## config.mk

```make
export PLATFORM = sky130hd
export DESIGN_NAME = bcd_scan_counter
export DESIGN_NICKNAME = d
export VERILOG_FILES = /design/src/rtl/bcd_scan_counter_pkg.sv /design/src/rtl/bcd_digit.sv /design/src/rtl/bcd_scan_counter.sv
export SDC_FILE = /design/constraint.sdc
export NUM_CORES = 1
export LEC_CHECK = 0
export CAP_MARGIN = 20
export CORE_MARGIN = 3
export CORE_UTILIZATION = 40
export CTS_BUF_LIST = sky130_fd_sc_hd__clkbuf_16
export CTS_CLUSTER_DIAMETER = 60
export DETAILED_ROUTE_END_ITERATION = 8
export PLACE_DENSITY = 0.67
export SLEW_MARGIN = 40
export SYNTH_ARGS = -nofsm -noshare
export SYNTH_HDL_FRONTEND = slang
export SYNTH_HIERARCHICAL = 1
export SYNTH_SLANG_ARGS = --single-unit
```

## constraint.sdc

```tcl
create_clock -name clk -period 3.6 [get_ports clk]
set_input_delay 0.9 -clock clk [delete_from_list [all_inputs] [get_ports clk]]
set_output_delay 0.9 -clock clk [all_outputs]
set_load 0.01 [all_outputs]
```

## src/rtl/bcd_scan_counter_pkg.sv

```systemverilog
// rtl/bcd_scan_counter_pkg.sv - shared constants and helpers for the BCD scan counter
package bcd_scan_counter_pkg;

    localparam int         NUM_DIGITS = 4;
    localparam logic [3:0] BCD_MAX    = 4'd9;

    localparam logic [1:0] DIG_UNITS = 2'd0;
    localparam logic [1:0] DIG_TENS  = 2'd1;
    localparam logic [1:0] DIG_HUNDS = 2'd2;
    localparam logic [1:0] DIG_THOUS = 2'd3;

    function automatic logic [3:0] bcd_nibble(input logic [15:0] bcd, input logic [1:0] idx);
        return bcd[{idx, 2'b00} +: 4];
    endfunction

endpackage

```

## src/rtl/bcd_digit.sv

```systemverilog
// rtl/bcd_digit.sv - one decade of the BCD counter with carry/borrow chaining
module bcd_digit
    import bcd_scan_counter_pkg::*;
(
    input  logic       clk,
    input  logic       rst_n,
    input  logic       clr,
    input  logic       step_in,
    input  logic       up_dn,
    output logic [3:0] value,
    output logic [3:0] value_nxt,
    output logic       step_out
);

    logic at_limit;

    // value_nxt is exported so the scan path can show the post-step value without skew
    always_comb begin
        at_limit  = up_dn ? (value == BCD_MAX) : (value == 4'd0);
        step_out  = step_in & at_limit;
        value_nxt = value;
        if (clr) begin
            value_nxt = 4'd0;
        end else if (step_in) begin
            if (up_dn) begin
                value_nxt = at_limit ? 4'd0 : value + 4'd1;
            end else begin
                value_nxt = at_limit ? BCD_MAX : value - 4'd1;
            end
        end
    end

    always_ff @(posedge clk or negedge rst_n) begin
        if (!rst_n) begin
            value <= 4'd0;
        end else begin
            value <= value_nxt;
        end
    end

endmodule

```

## src/rtl/bcd_scan_counter.sv

```systemverilog
// rtl/bcd_scan_counter.sv - four-digit up/down BCD counter with multiplexed digit scan
module bcd_scan_counter
    import bcd_scan_counter_pkg::*;
#(
    parameter int COUNT_DIV = 50_000_000,
    parameter int SCAN_DIV  = 50_000
)
(
    input  logic        clk,
    input  logic        rst_n,
    input  logic        en,
    input  logic        up_dn,
    input  logic        clr,
    output logic [15:0] count_bcd,
    output logic [3:0]  digit_val,
    output logic [1:0]  digit_sel,
    output logic        carry_out
);

    localparam int PW = (COUNT_DIV > 2) ? $clog2(COUNT_DIV) : 1;
    localparam int SW = (SCAN_DIV > 2) ? $clog2(SCAN_DIV) : 1;
    localparam logic [PW-1:0] PRE_LAST  = PW'(COUNT_DIV - 1);
    localparam logic [SW-1:0] SCAN_LAST = SW'(SCAN_DIV - 1);

    logic [PW-1:0]         pre_cnt;
    logic [SW-1:0]         scan_cnt;
    logic                  tick;
    logic                  step;
    logic                  scan_wrap;
    logic [NUM_DIGITS:0]   chain;
    logic [15:0]           count_nxt;
    logic [1:0]            sel_nxt;

    assign tick      = (pre_cnt == PRE_LAST);
    assign step      = tick & en & ~clr;
    assign chain[0]  = step;
    assign scan_wrap = (scan_cnt == SCAN_LAST);
    assign sel_nxt   = scan_wrap ? digit_sel + 2'd1 : digit_sel;

    for (genvar g = 0; g < NUM_DIGITS; g++) begin : g_digit
        bcd_digit u_digit (
            .clk       (clk),
            .rst_n     (rst_n),
            .clr       (clr),
            .step_in   (chain[g]),
            .up_dn     (up_dn),
            .value     (count_bcd[4*g +: 4]),
            .value_nxt (count_nxt[4*g +: 4]),
            .step_out  (chain[g+1])
        );
    end

    always_ff @(posedge clk or negedge rst_n) begin
        if (!rst_n) begin
            pre_cnt   <= '0;
            carry_out <= 1'b0;
        end else begin
            pre_cnt   <= (clr || tick) ? '0 : pre_cnt + 1'b1;
            carry_out <= chain[NUM_DIGITS];
        end
    end

    // Scan runs free of en/clr; digit_val is built from next-state values so it never lags digit_sel
    always_ff @(posedge clk or negedge rst_n) begin
        if (!rst_n) begin
            scan_cnt  <= '0;
            digit_sel <= DIG_UNITS;
            digit_val <= 4'd0;
        end else begin
            scan_cnt  <= scan_wrap ? '0 : scan_cnt + 1'b1;
            digit_sel <= sel_nxt;
            digit_val <= bcd_nibble(count_nxt, sel_nxt);
        end
    end

endmodule

```

# Word-level counts from Yosys, hierarchy flattened
# Index checks and enable logic that the tools add are counted.
[totals]
ff_bits = 65
[classes]
n_addsub = 11
reduce_logical = 5
bitwise = 7
muxes = 27
eq_ne = 6
n_shift = 1
[op_table]
columns = ["cell", "count"]
rows = [
  ["2-to-1 mux 4 bit", 20],
  ["adder 26 x 1 -> 26 bit (second input constant)", 1],
  ["== test 26 bit (second input constant)", 1],
  ["2-to-1 mux 26 bit", 1],
  ["adder 16 x 1 -> 16 bit (second input constant)", 1],
  ["adder 4 x 1 -> 4 bit (second input constant)", 4],
  ["== test 16 bit (second input constant)", 1],
  ["== test 4 bit (second input constant)", 4],
  ["zero test 4 bit", 4],
  ["2-to-1 mux 16 bit", 1],
  ["indexed part select 16 x 5 -> 4 bit", 1],
  ["subtractor 4 x 1 -> 4 bit (second input constant)", 4],
  ["bitwise AND 1 bit", 6],
  ["2-to-1 mux 1 bit", 4],
  ["adder 2 x 1 -> 2 bit (second input constant)", 1],
  ["2-to-1 mux 2 bit", 1],
  ["logical OR 1 bit", 1],
  ["inverter 1 bit", 1],
]

# Depth between registers and ports, before layout
# Gate-level depths: netlist of run 1.
[logic_depth]
depth_word = 9
depth_mapped = 18
ltp_nobuf = 14

# By module
# Netlist of run 1, hierarchy kept.
[by_module_without_submodules]
columns = ["module", "cells_each", "area_per_inst_um2", "seq_area_each_um2", "n_inst"]
rows = [
  ["bcd_scan_counter", 275, 2716.4, 1226.2, 1],
  ["bcd_digit", 43, 390.4, 100.1, 4],
]

# Least setup slack after synthesis of run 1
# OpenSTA, ideal clock, no wires.
[synth_path]
kind = "input-to-reg"
startpoint = "input port up_dn"
endpoint = "register digit_val[0]"
arrival_ns = 3.310
setup_time_ns = 0.088
slack_ns = 0.202
cell_stages = 16
path_cell_list = "buf_6 > or3b_1 > a21oi_2 > and2_1 > buf_2 > and2_1 > buf_2 > and2_1 > buf_2 > nor2b_1 > o21ai_0 > a31oi_1 > mux2i_1 > o41ai_1 > o311ai_0 > a22oi_1"
[synth_between]
elab_chain_len = 7
[synth_rtl]
columns = ["element", "line", "source"]
rows = [
  ["from (decl)", "bcd_scan_counter.sv:12", "input logic up_dn,"],
  ["2-to-1 mux 1 bit", "bcd_digit.sv:19", "at_limit = up_dn ? (value == BCD_MAX) : (value == 4'd0);"],
  ["bitwise AND 1 bit", "bcd_digit.sv:20", "step_out = step_in & at_limit;"],
  ["net chain[1]", "bcd_scan_counter.sv:30", "logic [NUM_DIGITS:0] chain;"],
  ["bitwise AND 1 bit", "bcd_digit.sv:20", ""],
  ["net chain[2]", "bcd_scan_counter.sv:30", ""],
  ["bitwise AND 1 bit", "bcd_digit.sv:20", ""],
  ["net chain[3]", "bcd_scan_counter.sv:30", ""],
  ["2-to-1 mux 4 bit", "bcd_digit.sv:24", "end else if (step_in) begin"],
  ["2-to-1 mux 4 bit", "bcd_digit.sv:22", "if (clr) begin"],
  ["net count_nxt[12]", "bcd_scan_counter.sv:31", "logic [15:0] count_nxt;"],
  ["indexed part select 16 x 5 -> 4 bit", "bcd_scan_counter_pkg.sv:13", "return bcd[{idx, 2'b00} +: 4];"],
  ["to (signal assigned)", "bcd_scan_counter.sv:72", "digit_val <= bcd_nibble(count_nxt, sel_nxt);"],
  ["to (decl)", "bcd_scan_counter.sv:15", "output logic [3:0] digit_val,"],
]
# The timed path passes the listed nets, and every way through them passes these cells.

# Worst setup path after layout of run 1
[layout_path]
startpoint = "input port up_dn"
endpoint = "register digit_val[0]"
[layout_between]
elab_chain_len = 7
[layout_rtl]
columns = ["element", "line"]
rows = [
  ["2-to-1 mux 1 bit", "bcd_digit.sv:19"],
  ["bitwise AND 1 bit", "bcd_digit.sv:20"],
  ["bitwise AND 1 bit (*)", "bcd_digit.sv:20"],
  ["net chain[2]", "bcd_scan_counter.sv:30"],
  ["bitwise AND 1 bit (*)", "bcd_digit.sv:20"],
  ["net chain[3]", "bcd_scan_counter.sv:30"],
  ["2-to-1 mux 4 bit (*)", "bcd_digit.sv:24"],
  ["2-to-1 mux 4 bit (*)", "bcd_digit.sv:22"],
  ["net count_nxt[12]", "bcd_scan_counter.sv:31"],
  ["indexed part select 16 x 5 -> 4 bit (*)", "bcd_scan_counter_pkg.sv:13"],
]
# The timed path passes the listed nets; every way through them passes the cells marked *.

==> key figures, run 1 <==
Timing
  • RSZ-0062 raised after global routing: false
  • Max Clk Rate: 293 MHz
  • Worst-Margin Slew: 707 ps
  • Pins Over Slew Limit: 0
  • Fin crit share: 0.948
  • Slew margin rel.: 0.527
  • Final TNS setup: 0 ps
  • Layout Skew: 8.92 ps
  • Hold WS: 495 ps
  • Fin. Hold Viols: 0
  • Crit path time final: 3410 ps
  • Finish-stage setup viols: 0
  • Min setup slack post-route: 187 ps

Route
  • Antenna viol nets, final: 0
  • Post-Route WL: 9940 µm
  • 1st-iter DRT viols: 261
  • Vias: 3,589
  • DR vias/cell: 5.82
  • Average routed wire per standard cell: 16.1 µm
  • Drt drc: 0
  • First-pass detailed-route iteration total: 5

Final layout
  • Number of fill cells: 969
  • Number of diodes: 0
  • Layout cell share with drive strength beyond 1: 0.0977
  • Fin area: 4990 µm²
  • Area of the multi-input gates: 2440 µm²
  • Register area: 1630 µm²
  • NumNets Final: 497
  • P&R area growth vs syn: 16.6%

Outcome
  • Status: completed

Synthesis
  • Top FF cell, synth: dfrtp_1
  • Syn_nets: 467
  • Syn Area/Cell: 9.57 µm²
  • Post-Syn Instances: 447
  • Post-synth top cells: dfrtp_1 (65), nand3_1 (31), nor2_1 (29), nand2_1 (19), inv_1 (18)
  • Synthesized area: 4280 µm²
  • Register area share after synthesis: 0.380
  • Most frequent cell after synthesis: dfrtp_1
  • Yosys warns: 6
  • Asr flop ratio synth: 1.00
  • Top post-synthesis cells by area: dfrtp_1 (38%), ha_1 (4.4%), nand3_1 (3.6%)
  • EDFF count, synth: 0
  • Post-synthesis cell type count: 57
  • Synthesized flop and latch total: 65
  • Yosys top cell by area: dfrtp_1
  • Yosys top cell area share: 0.380

Floorplanning
  • FP Rows: 37
  • Die area: 12,000 µm²
  • I/O pin cnt: 28
  • Core Box Area: 10,400 µm²
  • Die Y: 109 µm
  • Starting density of the core: 0.413
  • Die width: 109 µm

Clocking
  • Clk Latency, worst-skew pair: 330 ps
  • TritonCTS Buffers: 9
  • CTS tree: built
  • Clock Path Buffers: 2
  • Htree depth: 3
  • Clk root buf: clkbuf_16
  • Hold_buf cts: 0
  • CTS sink count: 65
  • Clock transition at the registers of the reported paths: 50 ps

Global route
  • Largest net degree at the start of global routing: 66
  • Initial antenna violation count: 0
  • Global-route wire length before repair: 17,000 µm
  • Grt total ovfl: 0
  • Vias in the first global route: 3,428
  • GRT Util Overall: 0.178

Worst hold path
  • Hold Path Class: flip-flop to flip-flop
  • Hold_sp: scan_cnt[10]

Place
  • Area after DPL: 4700 µm²
  • Placer Congestion: 0.851
  • DP HPWL: 6760 µm
  • IO buf count: 27
  • Placement Setup Slack: -36.7 ps

Power
  • P_leak: 2.00 nW
  • VDD IR max: 0.175 mV
  • PwrDens: 325 nW/µm²

Setup path
  • Crit path DAT: 3640 ps
  • Worst R2R Start: pre_cnt[2]
  • Slowest CP cell: clkdlybuf4s50_1
  • CP Max Fanout: 5
  • CP Buf/Inv Count: 2
  • Critical path cell sequence: clkdlybuf4s50_1 -> buf_4 -> or3b_1 -> a21oi_2 -> and2_1 -> and2_1 -> nor2b_1 -> o21ai_0 -> a31oi_1 -> mux2i_1 -> o41ai_1 -> o311ai_0 -> a22oi_1
  • Critical path type: input port to flip-flop
  • Critical path origin: up_dn
  • CP startpoint kind: input port
  • Crit path max-delay family: compound AO/OA/AOI/OAI gates
  • Worst path most repeated cell: and2_1
  • Crit end category: flip-flop
  • Worst EP required: 3830 ps
  • Crit path largest cell delay: 440 ps

Job
  • Max_cap viols: 0
-- sequential cells by signal, indices dropped and copies added (netlist names) --
signal / flops
carry_out: 1
digit_sel: 2
digit_val: 4
g_digit.u_digit/value: 16
pre_cnt: 26
scan_cnt: 16
-- cells in the final DEF, fill, tap and decap left out, types with 6 or more instances in the layout --
cell type	Yosys	routed
a21oi_1	15	15
a31oi_1	8	8
and2_1	9	9
and3_1	6	6
buf_4	0	17
clkbuf_16	0	9
clkdlybuf4s50_1	0	26
dfrtp_1	65	65
ha_1	15	15
inv_1	18	20
nand2_1	19	19
nand2b_1	8	8
nand3_1	31	30
nand4_1	11	11
nor2_1	29	29
o21ai_0	11	11
o21bai_1	8	8
o31ai_1	14	14
o32ai_1	8	8
o41ai_1	9	9
or4_1	12	12
xnor2_1	12	12
xor2_1	15	15
-- worst register-to-register path, cell delays in order (launching register included) --
cell and delay, ps:
dfrtp_1 450, and4_1 330, nand3_2 190, nor3_1 210, and3_1 210, and2_1 150
and2_1 140, and2_1 230, nor2b_1 210, o21ai_0 140, a31oi_1 280, mux2i_1 130
o41ai_1 80, o311ai_0 180, a22oi_1 210
-- metal layers --
layer  GRT usage  share of wire  vias to the layer above
li1            -              -                     1745
met2       0.282           0.47                      105
met3      0.0393          0.045                       10
met5           0              0                        -
met4      0.0632          0.014                        0
met1       0.239           0.47                     1729
-- repair_timing --
action,4_1_cts,5_1_grt
setup endpoints to repair,0,1
hold endpoints to repair,0,0
buffers inserted,0,0
resized for setup,0,1
-- power by group --
part / leakage [nW] / switching [mW] / internal, mW
combinational: 0.967 / 0.0403 / 0.0262
sequential: 0.891 / 0.00389 / 0.734
clock: 0.139 / 0.294 / 0.521
-- per-stage QoR --
stage,utilization,instances,power [mW]
2_1_floorplan,-,447,0.783
3_3_place_gp,0.453,602,0.817
3_5_place_dp,0.453,602,0.817
4_1_cts,0.480,617,1.64
5_1_grt,0.481,617,1.68
6_report,0.481,617,1.62
-- area by class of cell --
type,instances,area share
clock buffers,9,0.0452
inverters,19,0.0143
multi-input cells,337,0.489
clock inverters,6,0.0105
well taps,136,0.0341
repair buffers,45,0.0810
flip-flops and latches,65,0.326
-- kinds of logic after synthesis --
family / count (synthesis) / synth area share
mux: 13 / 0.0363
xor+xnor: 27 / 0.0553
simple gates: 176 / 0.249
flops: 65 / 0.380
fa+ha+maj: 15 / 0.0439
compound gates: 106 / 0.184
buf+inv: 45 / 0.0512
-- path summary, 6_finish.rpt --
path,slack [ps],depth (start not counted),end
setup / recovery,190,13,digit_val[0]
hold / removal,500,1,scan_cnt[10]
setup reg to reg,380,14,digit_val[0]
hold reg to reg,500,1,scan_cnt[10]
max in group asynchronous,2520,2,g_digit[3].u_digit/value[3]
min in group asynchronous,650,2,pre_cnt[7]
(Power assumes the default switching activity.)
==> inputs of run 2 (changes only) <==
CORE_UTILIZATION = 31   (was 40)
PLACE_DENSITY = 0.56   (was 0.67)
==> run 2 against run 1 <==
Against the previous run: power is 5.7% higher; sequential power about the same; critical path depth is 1 higher; flip-flop and latch count stayed put; final cell count up 7.5%; first-iteration DRC count fell by 15%; clock power up 11%; combinational power rose by 3%; hold slack worse by 11 ps; wire length fell by 0.87%; final area grew 2.7%.
==> key figures, run 2 (synthesized netlist as in run 1, its figures left out) <==
Timing
  • RSZ-0062 raised after global routing: false (unchanged)
  • Max Clk Rate: 297 MHz (was 293 MHz)
  • Layout Skew: 3.88 ps (was 8.92 ps)
  • Min setup slack post-route: 235 ps (was 187 ps)
  • Worst-Margin Slew: 663 ps (was 707 ps)
  • Finish-stage setup viols: 0 (unchanged)
  • Crit path time final: 3370 ps (was 3410 ps)
  • Fin. Hold Viols: 0 (unchanged)
  • Fin crit share: 0.935 (was 0.948)
  • Pins Over Slew Limit: 0 (unchanged)
  • Final TNS setup: 0 ps (unchanged)
  • Slew margin rel.: 0.558 (was 0.527)

Global route
  • Met2 track demand over resource: 0.210 (was 0.282)
  • Grt total ovfl: 0 (unchanged)
  • Global-route wire length before repair: 16,600 µm (was 17,000 µm)
  • Largest net degree at the start of global routing: 66 (unchanged)
  • Initial antenna violation count: 0 (unchanged)
  • Met1 GRT Util: 0.196 (was 0.239)
  • Vias in the first global route: 3,308 (was 3,428)
  • GRT Util Overall: 0.137 (was 0.178)
  • Met3 Usage GRT: 0.0238 (was 0.0393)
  • Layer with the highest usage: met2 (unchanged)

Final layout
  • Biggest regs: pre_cnt: 26 flops, g_digit.u_digit/value: 16 flops, scan_cnt: 16 flops (unchanged)
  • P&R area growth vs syn: 19.8% (was 16.6%)
  • Top reg by flops: pre_cnt (unchanged)
  • Register area: 1630 µm² (unchanged)
  • Number of diodes: 0 (unchanged)
  • Commonest non-fill, non-tap cell in the layout: dfrtp_1 (unchanged)
  • NumNets Final: 502 (was 497)
  • Post-layout util: 0.384 (was 0.481)
  • Layout cell share with drive strength beyond 1: 0.115 (was 0.0977)
  • Number of fill cells: 1,345 (was 969)
  • Flip-flop count of the largest register after layout: 26 (unchanged)
  • Final std cells w/o fill: 663 (was 617)
  • Area of the multi-input gates: 2440 µm² (about the same)
  • Most frequent cells in the layout: dfrtp_1 (65), nand3_1 (30), nor2_1 (29) (unchanged)

Worst hold path
  • Hold EP: scan_cnt[15] (was scan_cnt[10])
  • Hold Path Class: flip-flop to flip-flop (unchanged)
  • Cell depth of the worst hold path: 1 (unchanged)
  • Hold_sp: scan_cnt[15] (was scan_cnt[10])

Place
  • Placement Setup Slack: -98.4 ps (was -36.7 ps)
  • # placed instances: 647 (was 602)
  • IO buf count: 27 (unchanged)
  • Placer Congestion: 0.800 (was 0.851)
  • DP HPWL: 6900 µm (was 6760 µm)

Clocking
  • Clock transition at the registers of the reported paths: 50 ps (about the same)
  • CTS sink count: 65 (unchanged)
  • CTS tree: built (unchanged)
  • TritonCTS Buffers: 9 (unchanged)
  • Clock Path Buffers: 2 (unchanged)
  • Htree depth: 3 (unchanged)
  • Hold_buf cts: 0 (unchanged)
  • Clk root buf: clkbuf_16 (unchanged)
  • Clk Latency, worst-skew pair: 330 ps (about the same)

Route
  • Vias: 3,574 (was 3,589)
  • First-pass detailed-route iteration total: 4 (was 5)
  • DR vias/cell: 5.39 (was 5.82)
  • Drt drc: 0 (unchanged)
  • 1st-iter DRT viols: 222 (was 261)
  • Average routed wire per standard cell: 14.9 µm (was 16.1 µm)
  • Antenna viol nets, final: 0 (unchanged)
  • Post-Route WL: 9860 µm (was 9940 µm)

Setup path
  • Crit path largest cell delay: 440 ps (about the same)
  • Reg2reg end: digit_val[3] (was digit_val[0])
  • Critical path cell sequence: clkdlybuf4s50_1 -> buf_4 -> or3b_1 -> a21oi_2 -> and2_1 -> and2_1 -> buf_4 -> and3b_1 -> a32oi_1 -> o32ai_2 -> mux2i_1 -> o41ai_1 -> o311ai_0 -> a22oi_1 (was clkdlybuf4s50_1 -> buf_4 -> or3b_1 -> a21oi_2 -> and2_1 -> and2_1 -> nor2b_1 -> o21ai_0 -> a31oi_1 -> mux2i_1 -> o41ai_1 -> o311ai_0 -> a22oi_1)
  • Reg2reg setup slack: 410 ps (was 380 ps)
  • FF-to-FF path depth: 15 (was 14)
  • Slowest CP cell: clkdlybuf4s50_1 (unchanged)
  • Worst EP required: 3830 ps (about the same)
  • Crit path max-delay family: simple AND/OR/NAND/NOR gates (was compound AO/OA/AOI/OAI gates)
  • CP startpoint kind: input port (unchanged)
  • Critical path type: input port to flip-flop (unchanged)
  • Worst R2R Start: pre_cnt[2] (unchanged)
  • Crit path DAT: 3600 ps (was 3640 ps)
  • Crit end category: flip-flop (unchanged)
  • CP Max Fanout: 6 (was 5)
  • CP Buf/Inv Count: 3 (was 2)

Floorplanning
  • Die width: 123 µm (was 109 µm)
  • FP Rows: 42 (was 37)
  • I/O pin cnt: 28 (unchanged)
  • Die Y: 123 µm (was 109 µm)
  • Core Box Area: 13,300 µm² (was 10,400 µm²)
  • Die area: 15,200 µm² (was 12,000 µm²)
  • Starting density of the core: 0.320 (was 0.413)

Power
  • PwrDens: 334 nW/µm² (was 325 nW/µm²)
  • VDD IR max: 0.225 mV (was 0.175 mV)
  • P_leak: 2.04 nW (was 2.00 nW)
  • Overall power: 1.71 mW (was 1.62 mW)

Job
  • Max_cap viols: 0 (unchanged)

Outcome
  • Status: completed (unchanged)
[run 2: how the worst max path moves through the flow]
stage	start	end	slack [ps]	depth (start not counted)
5_1_grt	up_dn	digit_val[0]	20	13
3_5_place_dp	up_dn	digit_val[3]	-100	14
6_report	up_dn	digit_val[3]	230	14
4_1_cts	up_dn	digit_val[3]	230	14
2_1_floorplan	up_dn	digit_val[0]	200	16
3_3_place_gp	up_dn	digit_val[3]	-20	14
[run 2: cell type report]
class	count	share of cell area
multi-input cells	337	0.477
flip-flops and latches	65	0.317
repair buffers	50	0.0879
clock buffers	9	0.0440
well taps	176	0.0430
clock inverters	7	0.0166
inverters	19	0.0139
[run 2: routing by layer]
layer / share of wire / routed length [µm] / up-vias
li1: - / - / 1758
met1: 0.48 / 4710 / 1742
met2: 0.48 / 4710 / 64
met3: 0.033 / 322 / 10
met4: 0.012 / 118 / 0
met5: 0 / 0 / -
[run 2: repair_timing]
item	4_1_cts	5_1_grt
resized for setup	0	2
hold endpoints to repair	0	0
buffers inserted	0	0
setup endpoints to repair	0	2
[run 2: per-stage QoR]
stage,cell area [µm²],hold slack [ps]
global route,5120,514
floorplan,4280,445
detailed placement,4800,477
finish,5120,485
global placement,4800,465
CTS,5110,486
[run 2: where the power goes]
part	switching, mW	internal (mW)
clock	0.308	0.598
sequential	0.00401	0.734
combinational	0.0408	0.0276
total	0.353	1.36
==> inputs of run 3 (changes only) <==
SETUP_SLACK_MARGIN = 0.02   (was not set)
==> results of run 3 <==
Final layout, timing and power as in run 2 (identical DEF).
